==> src/rtl/video_ts_pkg.sv <==
// video_ts_pkg: shared widths, pixel-order constants and pixel extraction for the TS-line renderer
package video_ts_pkg;
  localparam int TSL_W = 9;
  localparam int DADDR_W = 21;
  localparam int OFS4_W = 7;
  localparam int OFS8_W = 8;
  typedef enum logic {BPP4 = 1'b0, BPP8 = 1'b1} bpp_e;
  // packed source-nibble index for 4bpp pixels 3..0, source-byte index for 8bpp pixels 1..0
  localparam logic [7:0] NIB4_ORDER = {2'd2, 2'd3, 2'd0, 2'd1};
  localparam logic [1:0] BYTE8_ORDER = 2'b10;
  function automatic logic [7:0] pix_of(input logic [15:0] w, input logic [1:0] idx, input bpp_e m);
    logic [1:0] n;
    logic b;
    n = NIB4_ORDER[{idx, 1'b0} +: 2];
    b = BYTE8_ORDER[idx[0]];
    return m == BPP8 ? w[{b, 3'b000} +: 8] : {4'h0, w[{n, 2'b00} +: 4]};
  endfunction
endpackage

==> src/rtl/video_ts_word_fifo.sv <==
// video_ts_word_fifo: synchronous FIFO with full/empty flags, simultaneous push/pop and reset flush
module video_ts_word_fifo #(
  parameter int W = 17,
  parameter int DEPTH = 2
) (
  input  logic         clk,
  input  logic         rst,
  input  logic         push,
  input  logic [W-1:0] din,
  input  logic         pop,
  output logic [W-1:0] dout,
  output logic         full,
  output logic         empty
);
  localparam int AW = $clog2(DEPTH);
  logic [W-1:0] mem [DEPTH];
  logic [AW:0] wp, rp;
  assign empty = wp == rp;
  assign full = wp == {~rp[AW], rp[AW-1:0]};
  assign dout = mem[rp[AW-1:0]];
  always_ff @(posedge clk)
    if (rst) begin
      wp <= '0;
      rp <= '0;
    end else begin
      if (push) wp <= wp + 1'b1;
      if (pop) rp <= rp + 1'b1;
    end
  always_ff @(posedge clk)
    if (push) mem[wp[AW-1:0]] <= din;
endmodule

==> src/rtl/video_ts_render_gen.sv <==
// video_ts_render_gen: fetches tile/sprite bitmap words from DRAM and renders 4bpp/8bpp pixels into the TS-line buffer
module video_ts_render_gen
  import video_ts_pkg::*;
#(
  parameter int SIZE_W = 3,
  parameter int FIFO_DEPTH = 2,
  parameter logic [7:0] TRANSP = 8'h00
) (
  input  logic                clk,
  input  logic                reset,
  input  logic                bpp8,
  input  logic [8:0]          x_coord,
  input  logic [SIZE_W-1:0]   x_size,
  input  logic                flip,
  input  logic [3:0]          pal,
  input  logic                tsr_go,
  input  logic [5:0]          addr,
  input  logic [8:0]          line,
  input  logic [7:0]          page,
  output logic                mem_rdy,
  output logic                busy,
  output logic [TSL_W-1:0]    ts_waddr,
  output logic [7:0]          ts_wdata,
  output logic                ts_we,
  output logic [DADDR_W-1:0]  dram_addr,
  output logic                dram_req,
  input  logic [15:0]         dram_rdata,
  input  logic                dram_pre_next,
  input  logic                dram_next,
  output logic                ovf
);
  localparam int WL_W = SIZE_W + 3;
  logic [WL_W-1:0] words_left, sz1, n_words;
  logic acc, first_pend, unused;
  logic [DADDR_W-1:0] addr_r, addr_in, addr_next;
  bpp_e f_bpp8, p_bpp8, a_bpp8;
  logic [TSL_W-1:0] p_start, start_x, waddr;
  logic [3:0] p_pal, a_pal;
  logic p_flip, a_flip;
  logic [15:0] word_r;
  logic [1:0] pidx;
  logic pv, last, can_load, pop, push, bypass, load, full, empty, ovf_r;
  logic [16:0] fifo_dout, ld;
  logic [7:0] pix;
  assign unused = &{1'b0, page[2:0]};
  // fetch side: word countdown, request and address generation
  always_comb begin
    sz1 = WL_W'(x_size) + 1'b1;
    n_words = bpp8 ? sz1 << 2 : sz1 << 1;
    mem_rdy = reset || words_left == '0;
    acc = tsr_go && mem_rdy;
    dram_req = acc || !mem_rdy;
    addr_in = bpp8 ? {page[7:4], line, addr, 2'b00} : {page[7:3], line, addr, 1'b0};
    addr_next = !dram_next ? addr_r :
                f_bpp8 == BPP8 ? {addr_r[DADDR_W-1:OFS8_W], addr_r[OFS8_W-1:0] + 1'b1} :
                                 {addr_r[DADDR_W-1:OFS4_W], addr_r[OFS4_W-1:0] + 1'b1};
    dram_addr = acc ? addr_in : addr_next;
    start_x = x_coord + (flip ? TSL_W'({x_size, 3'b111}) : '0);
  end
  always_ff @(posedge clk)
    if (reset) begin
      words_left <= '0;
      first_pend <= 1'b0;
      addr_r <= '0;
    end else begin
      words_left <= acc ? n_words : dram_pre_next && words_left != '0 ? words_left - 1'b1 : words_left;
      first_pend <= acc ? 1'b1 : dram_next ? 1'b0 : first_pend;
      addr_r <= dram_addr;
    end
  always_ff @(posedge clk)
    if (acc) begin
      f_bpp8 <= bpp_e'(bpp8);
      p_bpp8 <= bpp_e'(bpp8);
      p_start <= start_x;
      p_pal <= pal;
      p_flip <= flip;
    end
  video_ts_word_fifo #(.W(17), .DEPTH(FIFO_DEPTH)) u_fifo (
    .clk(clk),
    .rst(reset),
    .push(push),
    .din({first_pend, dram_rdata}),
    .pop(pop),
    .dout(fifo_dout),
    .full(full),
    .empty(empty)
  );
  // render side: a new word is taken when idle or while its predecessor shows its last pixel
  always_comb begin
    last = pv && pidx == (a_bpp8 == BPP8 ? 2'd1 : 2'd3);
    can_load = !pv || last;
    pop = can_load && !empty;
    bypass = can_load && empty && dram_next;
    load = pop || bypass;
    push = dram_next && !bypass && (!full || pop);
    ld = pop ? fifo_dout : {first_pend, dram_rdata};
  end
  always_ff @(posedge clk)
    if (reset) begin
      pv <= 1'b0;
      pidx <= '0;
      ovf_r <= 1'b0;
    end else begin
      if (load) begin
        word_r <= ld[15:0];
        pidx <= '0;
        pv <= 1'b1;
        if (ld[16]) begin
          a_bpp8 <= p_bpp8;
          a_pal <= p_pal;
          a_flip <= p_flip;
          waddr <= p_start;
        end else waddr <= a_flip ? waddr - 1'b1 : waddr + 1'b1;
      end else if (pv && !last) begin
        pidx <= pidx + 1'b1;
        waddr <= a_flip ? waddr - 1'b1 : waddr + 1'b1;
      end else pv <= 1'b0;
      if (dram_next && full && !pop) ovf_r <= 1'b1;
    end
  always_comb begin
    pix = pix_of(word_r, pidx, a_bpp8);
    ts_waddr = waddr;
    ts_wdata = a_bpp8 == BPP8 ? pix : {a_pal, pix[3:0]};
    ts_we = !reset && pv && (a_bpp8 == BPP8 ? pix != TRANSP : pix[3:0] != TRANSP[3:0]);
    busy = !reset && (!empty || pv || !mem_rdy);
    ovf = ovf_r && !reset;
  end
endmodule

==> config.mk <==
export PLATFORM = sky130hd
export DESIGN_NAME = video_ts_render_gen
export DESIGN_NICKNAME = d
export VERILOG_FILES = /design/src/rtl/video_ts_pkg.sv /design/src/rtl/video_ts_word_fifo.sv /design/src/rtl/video_ts_render_gen.sv
export SDC_FILE = /design/constraint.sdc
export NUM_CORES = 1
export LEC_CHECK = 0
export ABC_AREA = 1
export BUFFER_PORTS_ARGS = -buffer_cell sky130_fd_sc_hd__buf_2
export CAP_MARGIN = 0
export CORE_MARGIN = 2
export CORE_UTILIZATION = 57
export CTS_CLUSTER_DIAMETER = 200
export DETAILED_ROUTE_END_ITERATION = 12
export PLACE_DENSITY = 0.86
export SKIP_CTS_REPAIR_TIMING = 1
export SLEW_MARGIN = 5
export SYNTH_ARGS = -nofsm -noshare
export SYNTH_HDL_FRONTEND = slang
export SYNTH_SLANG_ARGS = --single-unit
==> constraint.sdc <==
create_clock -name clk -period 2.5 [get_ports clk]
set_input_delay 0.25 -clock clk [delete_from_list [all_inputs] [get_ports clk]]
set_output_delay 0.25 -clock clk [all_outputs]
set_load 0.02 [all_outputs]
==> report_table.html, run 1 <==
<table>
<tr><th>Metric</th><th>Value</th></tr>
<tr><th colspan="2">Run status</th></tr>
<tr><td>Result of the run</td><td>finished clean</td></tr>
<tr><th colspan="2">Layout</th></tr>
<tr><td>Utilization after layout</td><td>71.0%</td></tr>
<tr><td>Share of cells above drive strength 1</td><td>roughly a fifth</td></tr>
<tr><td>Synthesis-to-layout area growth</td><td>21.9%</td></tr>
<tr><td>Fill cells</td><td>around 780</td></tr>
<tr><td>Net total in the final layout</td><td>between 900 and 1000</td></tr>
<tr><td>Post-route non-filler standard cell count</td><td>roughly 1000</td></tr>
<tr><td>Area of the multi-input gates</td><td>0.00261 mm^2</td></tr>
<tr><td>Storage cell area</td><td>around 0.0031 mm^2</td></tr>
<tr><td>Antenna Diode Count</td><td>0</td></tr>
<tr><th colspan="2">Detailed routing</th></tr>
<tr><td>Final Routed Wirelength</td><td>~14000 um</td></tr>
<tr><td>Via-per-instance ratio</td><td>between 5 and 6</td></tr>
<tr><td>Detailed-route via count</td><td>between 5000 and 6000</td></tr>
<tr><td>Routed wire length per instance</td><td>between 10 and 15 um</td></tr>
<tr><td>Final routed DRC violation total</td><td>0</td></tr>
<tr><td>Detailed Route Iter0 Violations</td><td>slightly above 400</td></tr>
<tr><td>Number of detailed-routing iterations run before antenna repair</td><td>5</td></tr>
<tr><td>Routed Antenna Nets</td><td>0</td></tr>
<tr><th colspan="2">Synthesis</th></tr>
<tr><td>Warning count from the yosys run</td><td>0</td></tr>
<tr><td>Commonest register cell after synthesis</td><td>sky130_fd_sc_hd__edfxtp_1</td></tr>
<tr><td>Fraction of registers with async set/reset</td><td>0%</td></tr>
<tr><td>Register bit total from synthesis</td><td>around 120</td></tr>
<tr><td>Post-synthesis instance area</td><td>about 0.0063 mm^2</td></tr>
<tr><td>Syn Nets</td><td>between 800 and 900</td></tr>
<tr><td>Post-synthesis average cell area</td><td>8.45 um^2</td></tr>
<tr><td>Yosys cell types</td><td>40</td></tr>
<tr><td>EDFF count, synth</td><td>80</td></tr>
<tr><td>Synth Instances</td><td>approximately 740</td></tr>
<tr><td>Sequential-to-total area share from yosys stat</td><td>around 50%</td></tr>
<tr><th colspan="2">Worst hold path</th></tr>
<tr><td>Min-Delay Path Class</td><td>input port to flop</td></tr>
<tr><td>Worst hold path stage count</td><td>3</td></tr>
<tr><th colspan="2">Floorplanning</th></tr>
<tr><td>Horizontal die dimension</td><td>109 um</td></tr>
<tr><td>Initial core utilization</td><td>58.2%</td></tr>
<tr><td>Die outline height</td><td>about 110 um</td></tr>
<tr><td>Total core area</td><td>0.0108 mm^2</td></tr>
<tr><td>Number of top-level pins</td><td>approximately 110</td></tr>
<tr><td>Standard-cell row count</td><td>38</td></tr>
<tr><td>Die area</td><td>0.0119 mm^2</td></tr>
<tr><th colspan="2">Power and ir drop</th></tr>
<tr><td>Peak supply drop</td><td>0.663 mV</td></tr>
<tr><td>Leakage power of the design</td><td>about 0.0036 uW</td></tr>
<tr><td>Total power per unit cell area</td><td>~1200 mW/mm^2</td></tr>
<tr><td>Overall power after layout</td><td>~9000 uW</td></tr>
<tr><th colspan="2">Clock tree</th></tr>
<tr><td>Buffer cell driving the clock tree root</td><td>sky130_fd_sc_hd__clkbuf_8</td></tr>
<tr><td>Cts bufs inserted</td><td>17</td></tr>
<tr><td>Worst-path clk slew</td><td>about 60 ps</td></tr>
<tr><td>TritonCTS clock tree</td><td>done</td></tr>
<tr><td>CTS Sinks</td><td>117</td></tr>
<tr><td>H-tree lvl count</td><td>4</td></tr>
<tr><td>Bufs on Longest Clock Path</td><td>2</td></tr>
<tr><td>Clock latency on the worst-skew pair</td><td>about 510 ps</td></tr>
<tr><th colspan="2">Timing</th></tr>
<tr><td>Worst Skew</td><td>between 7 and 8 ps</td></tr>
<tr><td>Final critical delay including setup and external delays</td><td>approximately 2400 ps</td></tr>
<tr><td>Slew at the pin with the worst max-slew slack</td><td>547 ps</td></tr>
<tr><td>Unrepaired setup endpoints after global routing</td><td>false</td></tr>
<tr><td>Final worst path period share</td><td>94.1%</td></tr>
<tr><td>Slew Limit Fails</td><td>0</td></tr>
<tr><td>Max-Slew Margin vs Limit</td><td>a little under two thirds</td></tr>
<tr><td>Hold violation count in the final report</td><td>0</td></tr>
<tr><td>Hold WS</td><td>8.08 ps</td></tr>
<tr><td>Final setup viols</td><td>0</td></tr>
<tr><td>Maximum operating frequency</td><td>about 0.43 GHz</td></tr>
<tr><th colspan="2">Setup path</th></tr>
<tr><td>Highest net fanout along the worst path</td><td>15</td></tr>
<tr><td>Stage delay of the slowest cell on the critical path</td><td>around 340 ps</td></tr>
<tr><td>Kind of critical path</td><td>flop to primary output</td></tr>
<tr><td>Logic depth of the worst path, buffers included</td><td>9</td></tr>
<tr><td>CP Data Arrival Time</td><td>2100 ps</td></tr>
<tr><td>Reg2reg path depth</td><td>10</td></tr>
<tr><td>Critical Path Sink Type</td><td>primary output</td></tr>
<tr><td>Gate family responsible for the most delay along the worst path</td><td>buffers and inverters</td></tr>
<tr><td>Worst Path Buf+Inv</td><td>4</td></tr>
<tr><td>Cells along the critical path</td><td>inv_1 &gt; ha_2 &gt; nand3_4 &gt; a21oi_4 &gt; buf_12 &gt; or2_2 &gt; o21ai_1 &gt; inv_1 &gt; buf_2</td></tr>
<tr><td>Most used cell, CP</td><td>sky130_fd_sc_hd__inv_1</td></tr>
<tr><td>Required time worst endpoint</td><td>between 2000 and 2500 ps</td></tr>
<tr><td>Startpoint type of the worst setup path</td><td>flop</td></tr>
<tr><td>Worst path slowest cell</td><td>sky130_fd_sc_hd__dfxtp_2</td></tr>
<tr><th colspan="2">Global routing</th></tr>
<tr><td>Maximum number of pins on one net before global-route repair</td><td>38</td></tr>
<tr><td>Antenna violations before repair</td><td>0</td></tr>
<tr><td>Final global-route overflow total</td><td>0</td></tr>
<tr><td>Vias in the first global route</td><td>4957</td></tr>
<tr><td>Wire length of the first global-routing pass</td><td>~22000 um</td></tr>
<tr><td>Global routing usage summed across all routing layers</td><td>between 20% and 30%</td></tr>
<tr><th colspan="2">Place</th></tr>
<tr><td>I/O Buffers</td><td>101</td></tr>
<tr><td>Global placer's final weighted congestion</td><td>approximately 0.9</td></tr>
<tr><td>Placed Cells</td><td>approximately 970</td></tr>
<tr><td>Placed wire-length estimate after detailed placement</td><td>~9500 um</td></tr>
<tr><th colspan="2">Flow run</th></tr>
<tr><td>Max-capacitance violation count</td><td>0</td></tr>
</table>
## per-layer routing
layer	GRT usage, %	vias to the layer above	part of all wire (%)
li1	-	2662	-
met1	28.8	2377	41
met2	41.1	180	50
met3	7.17	27	6.5
met4	8.42	0	2.0
met5	0	-	0
## cells by family (layout without fill, tap and decap cells)
| logic type | count (synthesis) | count (layout) | share of synthesized area (%) |
|---|---|---|---|
| compound gates | 111 | 111 | 9.57 |
| flops | 117 | 117 | 50.0 |
| xor+xnor | 25 | 25 | 3.48 |
| simple gates | 345 | 345 | 23.7 |
| buf+inv | 126 | 263 | 9.02 |
| fa+ha+maj | 20 | 20 | 4.22 |
## tightest hold or removal path, cell delays in order
cell and delay (ps):
sky130_fd_sc_hd__buf_2 80, sky130_fd_sc_hd__o21ai_1 70, sky130_fd_sc_hd__nor2_1 80
## state kept, by name, indices dropped and copies added, names as in the netlist, 2 cells and up, named ones only
signal      cells
a_pal           4
words_left      6
word_r         16
u_fifo.rp       2
ts_waddr        9
addr_r         21
u_fifo.mem     34
p_pal           4
u_fifo.wp       2
pidx            2
p_start         9
## layout make-up
| type | instances | share of cell area (%) |
|---|---|---|
| Tap cell | 140 | 2.29 |
| Sequential cell | 117 | 41.1 |
| Multi-Input combinational cell | 501 | 34.1 |
| Timing Repair Buffer | 133 | 10.6 |
| Clock inverter | 14 | 1.80 |
| Clock buffer | 17 | 5.41 |
| Inverter | 99 | 4.85 |
## worst paths after layout
check,startpoint,to,slack [ps]
max,words_left[0],dram_addr[8],150
min,page[5],addr_r[18],8
max reg2reg,a_flip,ts_waddr[6],390
min reg2reg,p_pal[0],a_pal[0],420
## report_power, final
group          switching [uW]  internal (uW)
logic                    2410           1260
registers                 292           2770
clock network             845           1400
total                    3550           5430
## metrics by stage
step	TNS, ps	instance area, um^2	setup slack [ps]
floorplan	0	6290	468
global placement	0	6850	484
detailed placement	0	6850	399
CTS	-156	7400	-127
global route	0	7660	15.1
finish	0	7660	149
## synth_stat cells, types with 2 or more instances
master                     number  share of area [%]
sky130_fd_sc_hd__nand2_1      214                 13
sky130_fd_sc_hd__nand2_2        5               0.50
sky130_fd_sc_hd__o21ai_1       33                2.6
sky130_fd_sc_hd__inv_1         91                5.4
sky130_fd_sc_hd__nor2_1        53                3.2
sky130_fd_sc_hd__a21oi_1       22                1.8
sky130_fd_sc_hd__nor3_1         5               0.40
sky130_fd_sc_hd__nor2_2         4               0.40
sky130_fd_sc_hd__edfxtp_1      80                 38
sky130_fd_sc_hd__ha_1          18                3.6
sky130_fd_sc_hd__o211ai_1       2               0.24
sky130_fd_sc_hd__or2_1          6               0.60
sky130_fd_sc_hd__buf_6          9                1.6
sky130_fd_sc_hd__or2_2         10                1.0
sky130_fd_sc_hd__nand4_1        4               0.40
sky130_fd_sc_hd__fa_1           2               0.64
sky130_fd_sc_hd__inv_2          8               0.48
sky130_fd_sc_hd__buf_2          6               0.48
sky130_fd_sc_hd__clkbuf_1       7               0.42
sky130_fd_sc_hd__o21ai_0       45                3.6
sky130_fd_sc_hd__nand3_2        3               0.48
sky130_fd_sc_hd__nand2_4        4               0.72
sky130_fd_sc_hd__xor2_1        13                1.8
sky130_fd_sc_hd__nand3_1       33                2.6
sky130_fd_sc_hd__buf_4          5               0.60
sky130_fd_sc_hd__dfxtp_1       37                 12
sky130_fd_sc_hd__xnor2_1       12                1.7
## layout by cell type (no fill, tap or decap), types with 6 or more instances in the layout
master	instances
sky130_fd_sc_hd__inv_2	8
sky130_fd_sc_hd__a21oi_1	22
sky130_fd_sc_hd__buf_4	11
sky130_fd_sc_hd__nand2_1	214
sky130_fd_sc_hd__o21ai_0	45
sky130_fd_sc_hd__nand3_1	33
sky130_fd_sc_hd__dfxtp_1	35
sky130_fd_sc_hd__dlygate4sd3_1	20
sky130_fd_sc_hd__or2_1	6
sky130_fd_sc_hd__xor2_1	13
sky130_fd_sc_hd__nor2_1	51
sky130_fd_sc_hd__o21ai_1	32
sky130_fd_sc_hd__or2_2	10
sky130_fd_sc_hd__buf_2	101
sky130_fd_sc_hd__ha_1	17
sky130_fd_sc_hd__inv_1	91
sky130_fd_sc_hd__clkbuf_16	16
sky130_fd_sc_hd__xnor2_1	12
sky130_fd_sc_hd__nor2_2	6
sky130_fd_sc_hd__edfxtp_1	80
No activity file was read; power rests on OpenSTA's default activity.
==> run 2, diff against run 1 <==
==> constraint.sdc (replaced) <==
create_clock -name clk -period 2.4 [get_ports clk]
set_input_delay 0.24 -clock clk [delete_from_list [all_inputs] [get_ports clk]]
set_output_delay 0.24 -clock clk [all_outputs]
set_load 0.02 [all_outputs]
==> run 2 against run 1 <==
Worst setup slack lost 93 ps. Routed wire length is 0.49% lower. Via count rose by 0.86%. Largest power group unchanged. Highest routed layer is now met5.
==> report_table.html, run 2 (synthesis gave the netlist of run 1 again) <==
<table>
<tr><th>Metric</th><th>Value</th></tr>
<tr><th colspan="2">Power and ir drop</th></tr>
<tr><td>Total power per unit cell area</td><td>1210 mW/mm^2 (+3.2%)</td></tr>
<tr><td>Internal power component</td><td>5740 uW (+5.6%)</td></tr>
<tr><td>Peak supply drop</td><td>0.777 mV (+17%)</td></tr>
<tr><td>Logic gate share of total power</td><td>41.3% (+0.4 points)</td></tr>
<tr><td>Leakage power of the design</td><td>0.00370 uW (+1.7%)</td></tr>
<tr><td>Total net switching power</td><td>3690 uW (+3.9%)</td></tr>
<tr><td>Overall power after layout</td><td>9420 uW (+4.9%)</td></tr>
<tr><td>Sequential power share</td><td>33.7% (-0.4 points)</td></tr>
<tr><td>Clock network power share</td><td>25.1% (about the same)</td></tr>
<tr><td>Switching part of the total</td><td>39.1% (-0.38 points)</td></tr>
<tr><th colspan="2">Floorplanning</th></tr>
<tr><td>Number of top-level pins</td><td>105 (unchanged)</td></tr>
<tr><td>Total core area</td><td>0.0108 mm^2 (unchanged)</td></tr>
<tr><td>Die area</td><td>0.0119 mm^2 (unchanged)</td></tr>
<tr><td>Horizontal die dimension</td><td>109 um (unchanged)</td></tr>
<tr><td>Die outline height</td><td>109 um (unchanged)</td></tr>
<tr><td>Initial core utilization</td><td>58.2% (unchanged)</td></tr>
<tr><td>Standard-cell row count</td><td>38 (unchanged)</td></tr>
<tr><th colspan="2">Detailed routing</th></tr>
<tr><td>Final Routed Wirelength</td><td>14200 um (-0.49%)</td></tr>
<tr><td>Routed wire length per instance</td><td>13.8 um (-1.6%)</td></tr>
<tr><td>Final routed DRC violation total</td><td>0 (unchanged)</td></tr>
<tr><td>Via-per-instance ratio</td><td>5.12 (-0.31%)</td></tr>
<tr><td>Routed Antenna Nets</td><td>0 (unchanged)</td></tr>
<tr><td>Detailed Route Iter0 Violations</td><td>334 (-19%)</td></tr>
<tr><td>Detailed-route via count</td><td>5291 (+0.86%)</td></tr>
<tr><td>Number of detailed-routing iterations run before antenna repair</td><td>6 (+1)</td></tr>
<tr><th colspan="2">Clock tree</th></tr>
<tr><td>Buffer cell driving the clock tree root</td><td>sky130_fd_sc_hd__clkbuf_8</td></tr>
<tr><td>Bufs on Longest Clock Path</td><td>2 (unchanged)</td></tr>
<tr><td>Cts bufs inserted</td><td>17 (unchanged)</td></tr>
<tr><td>Clock latency on the worst-skew pair</td><td>530 ps (+20 ps)</td></tr>
<tr><td>TritonCTS clock tree</td><td>done</td></tr>
<tr><td>CTS Sinks</td><td>117 (unchanged)</td></tr>
<tr><td>H-tree lvl count</td><td>4 (unchanged)</td></tr>
<tr><td>Worst-path clk slew</td><td>60 ps (about the same)</td></tr>
<tr><th colspan="2">Layout</th></tr>
<tr><td>Antenna Diode Count</td><td>0 (unchanged)</td></tr>
<tr><td>Net total in the final layout</td><td>962 (+1.2%)</td></tr>
<tr><td>Post-route non-filler standard cell count</td><td>1033 (+1.2%)</td></tr>
<tr><td>Most frequent standard cell in the layout excluding fill and tap cells</td><td>sky130_fd_sc_hd__nand2_1</td></tr>
<tr><td>Share of cells above drive strength 1</td><td>22.2% (+0.83 points)</td></tr>
<tr><td>Fill cells</td><td>709 (-8.8%)</td></tr>
<tr><td>Synthesis-to-layout area growth</td><td>23.9%</td></tr>
<tr><td>Layout Cell Area excl Fill</td><td>0.00779 mm^2 (+1.6%)</td></tr>
<tr><td>Most frequent cells in the layout</td><td>sky130_fd_sc_hd__nand2_1, sky130_fd_sc_hd__buf_2, sky130_fd_sc_hd__inv_1</td></tr>
<tr><td>Max reg flops</td><td>34 (unchanged)</td></tr>
<tr><th colspan="2">Global routing</th></tr>
<tr><td>Maximum number of pins on one net before global-route repair</td><td>38 (unchanged)</td></tr>
<tr><td>Antenna violations before repair</td><td>1 (+1)</td></tr>
<tr><td>Global routing usage summed across all routing layers</td><td>23.2% (-0.85 points)</td></tr>
<tr><td>Wire length of the first global-routing pass</td><td>21100 um (-4.2%)</td></tr>
<tr><td>Final global-route overflow total</td><td>0 (unchanged)</td></tr>
<tr><td>Vias in the first global route</td><td>4672 (-5.7%)</td></tr>
<tr><th colspan="2">Setup path</th></tr>
<tr><td>Setup slack of the worst register-to-register path</td><td>350 ps (-40 ps)</td></tr>
<tr><td>Stage delay of the slowest cell on the critical path</td><td>320 ps (-20 ps)</td></tr>
<tr><td>Critical Path Sink Type</td><td>primary output</td></tr>
<tr><td>CP Data Arrival Time</td><td>2100 ps (about the same)</td></tr>
<tr><td>Worst R2R End</td><td>u_fifo.mem[1][1]</td></tr>
<tr><td>Most used cell, CP</td><td>sky130_fd_sc_hd__inv_1</td></tr>
<tr><td>Cells along the critical path</td><td>inv_1 &gt; ha_2 &gt; nand3_4 &gt; a21oi_2 &gt; or2_1 &gt; o21ai_1 &gt; inv_1 &gt; buf_2</td></tr>
<tr><td>Required time worst endpoint</td><td>2160 ps (-90 ps)</td></tr>
<tr><td>Reg2reg path depth</td><td>10 (unchanged)</td></tr>
<tr><td>Worst path slowest cell</td><td>sky130_fd_sc_hd__dfxtp_1</td></tr>
<tr><td>Kind of critical path</td><td>flop to primary output</td></tr>
<tr><td>Highest net fanout along the worst path</td><td>5 (-10)</td></tr>
<tr><td>Startpoint type of the worst setup path</td><td>flop</td></tr>
<tr><td>Reg2reg start</td><td>a_bpp8</td></tr>
<tr><th colspan="2">Run status</th></tr>
<tr><td>Result of the run</td><td>finished clean</td></tr>
<tr><th colspan="2">Place</th></tr>
<tr><td>I/O Buffers</td><td>101 (unchanged)</td></tr>
<tr><td>Placed Cells</td><td>970 (+0.21%)</td></tr>
<tr><td>Global placer's final weighted congestion</td><td>0.903 (about the same)</td></tr>
<tr><td>Placed wire-length estimate after detailed placement</td><td>9350 um (-1.4%)</td></tr>
<tr><td>Instance area at placement</td><td>0.00686 mm^2 (+0.22%)</td></tr>
<tr><th colspan="2">Timing</th></tr>
<tr><td>Unrepaired setup endpoints after global routing</td><td>true</td></tr>
<tr><td>Maximum operating frequency</td><td>between 0.4 and 0.5 GHz</td></tr>
<tr><td>Final setup viols</td><td>0 (unchanged)</td></tr>
<tr><td>Setup total negative slack</td><td>0 ps (unchanged)</td></tr>
<tr><td>Slew Limit Fails</td><td>0 (unchanged)</td></tr>
<tr><td>Hold violation count in the final report</td><td>0 (unchanged)</td></tr>
<tr><td>Final worst path period share</td><td>a little under 100%</td></tr>
<tr><td>Hold WS</td><td>20.1 ps (+12.1 ps)</td></tr>
<tr><td>Max-Slew Margin vs Limit</td><td>63.6% (+0.17 points)</td></tr>
<tr><td>Slew at the pin with the worst max-slew slack</td><td>545 ps (-2.53 ps)</td></tr>
<tr><td>Worst Skew</td><td>6.39 ps (-1.42 ps)</td></tr>
<tr><td>Final critical delay including setup and external delays</td><td>2340 ps</td></tr>
<tr><th colspan="2">Flow run</th></tr>
<tr><td>Max-capacitance violation count</td><td>0 (unchanged)</td></tr>
<tr><th colspan="2">Worst hold path</th></tr>
<tr><td>Beginning of the worst hold path</td><td>flip</td></tr>
<tr><td>Worst hold path stage count</td><td>1 (-2)</td></tr>
<tr><td>End of the worst hold path</td><td>p_flip</td></tr>
<tr><td>Min-Delay Path Class</td><td>input port to flop</td></tr>
</table>
-- run 2: layout make-up --
cell class / count / area, um^2 / share of cell area (%)
tap: 140 / 175 / 2.25
inverter: 99 / 374 / 4.80
timing repair buffer: 141 / 872 / 11.2
clock inverter: 8 / 71.3 / 0.916
sequential: 117 / 3150 / 40.4
multi-input combinational: 504 / 2660 / 34.1
clock buffer: 24 / 492 / 6.31
-- run 2: worst max-delay path, delay by kind of cell, from the launching register on --
family	cells	cell delay (ps)
simple gates	2	310
flops	1	320
compound gates	2	400
fa+ha+maj	1	230
buf+inv	3	310
-- run 2: power groups by stage --
stage               clock network, uW  logic [uW]  registers, uW
floorplan                           0        2790           3200
global placement                    0        3540           3170
detailed placement                  0        3640           3190
CTS                              2380        3690           3160
global route                     2470        4350           3220
finish                           2360        3890           3170
-- run 2: through the flow --
stage | worst slack (ps) | util (%)
detailed placement | 374 | 63.6
global placement | 392 | 63.6
floorplan | 368 | -
finish | 55.6 | 72.2
CTS | -120 | 68.8
global route | -59.1 | 72.2
-- run 2: how the worst max path moves through the flow --
| stage | from | cells after the start | slack, ps | end |
|---|---|---|---|---|
| 5_1_grt | words_left[0] | 8 | -60 | dram_addr[18] |
| 3_3_place_gp | a_flip | 10 | 390 | ts_waddr[6] |
| 4_1_cts | words_left[0] | 8 | -120 | dram_addr[9] |
| 6_report | words_left[0] | 8 | 60 | dram_addr[18] |
| 2_1_floorplan | a_bpp8 | 7 | 370 | u_fifo.mem[0][0] |
| 3_5_place_dp | a_flip | 10 | 370 | ts_waddr[6] |
-- run 2: per-layer routing --
metal  global-route usage, %  share of wire [%]  vias to the layer above
li1                        -                  -                     2683
met1                    29.2                 41                     2392
met2                    37.3                 50                      177
met3                    7.41                6.5                       37
met4                    8.97                2.2                        2
met5                       0              0.091                        -
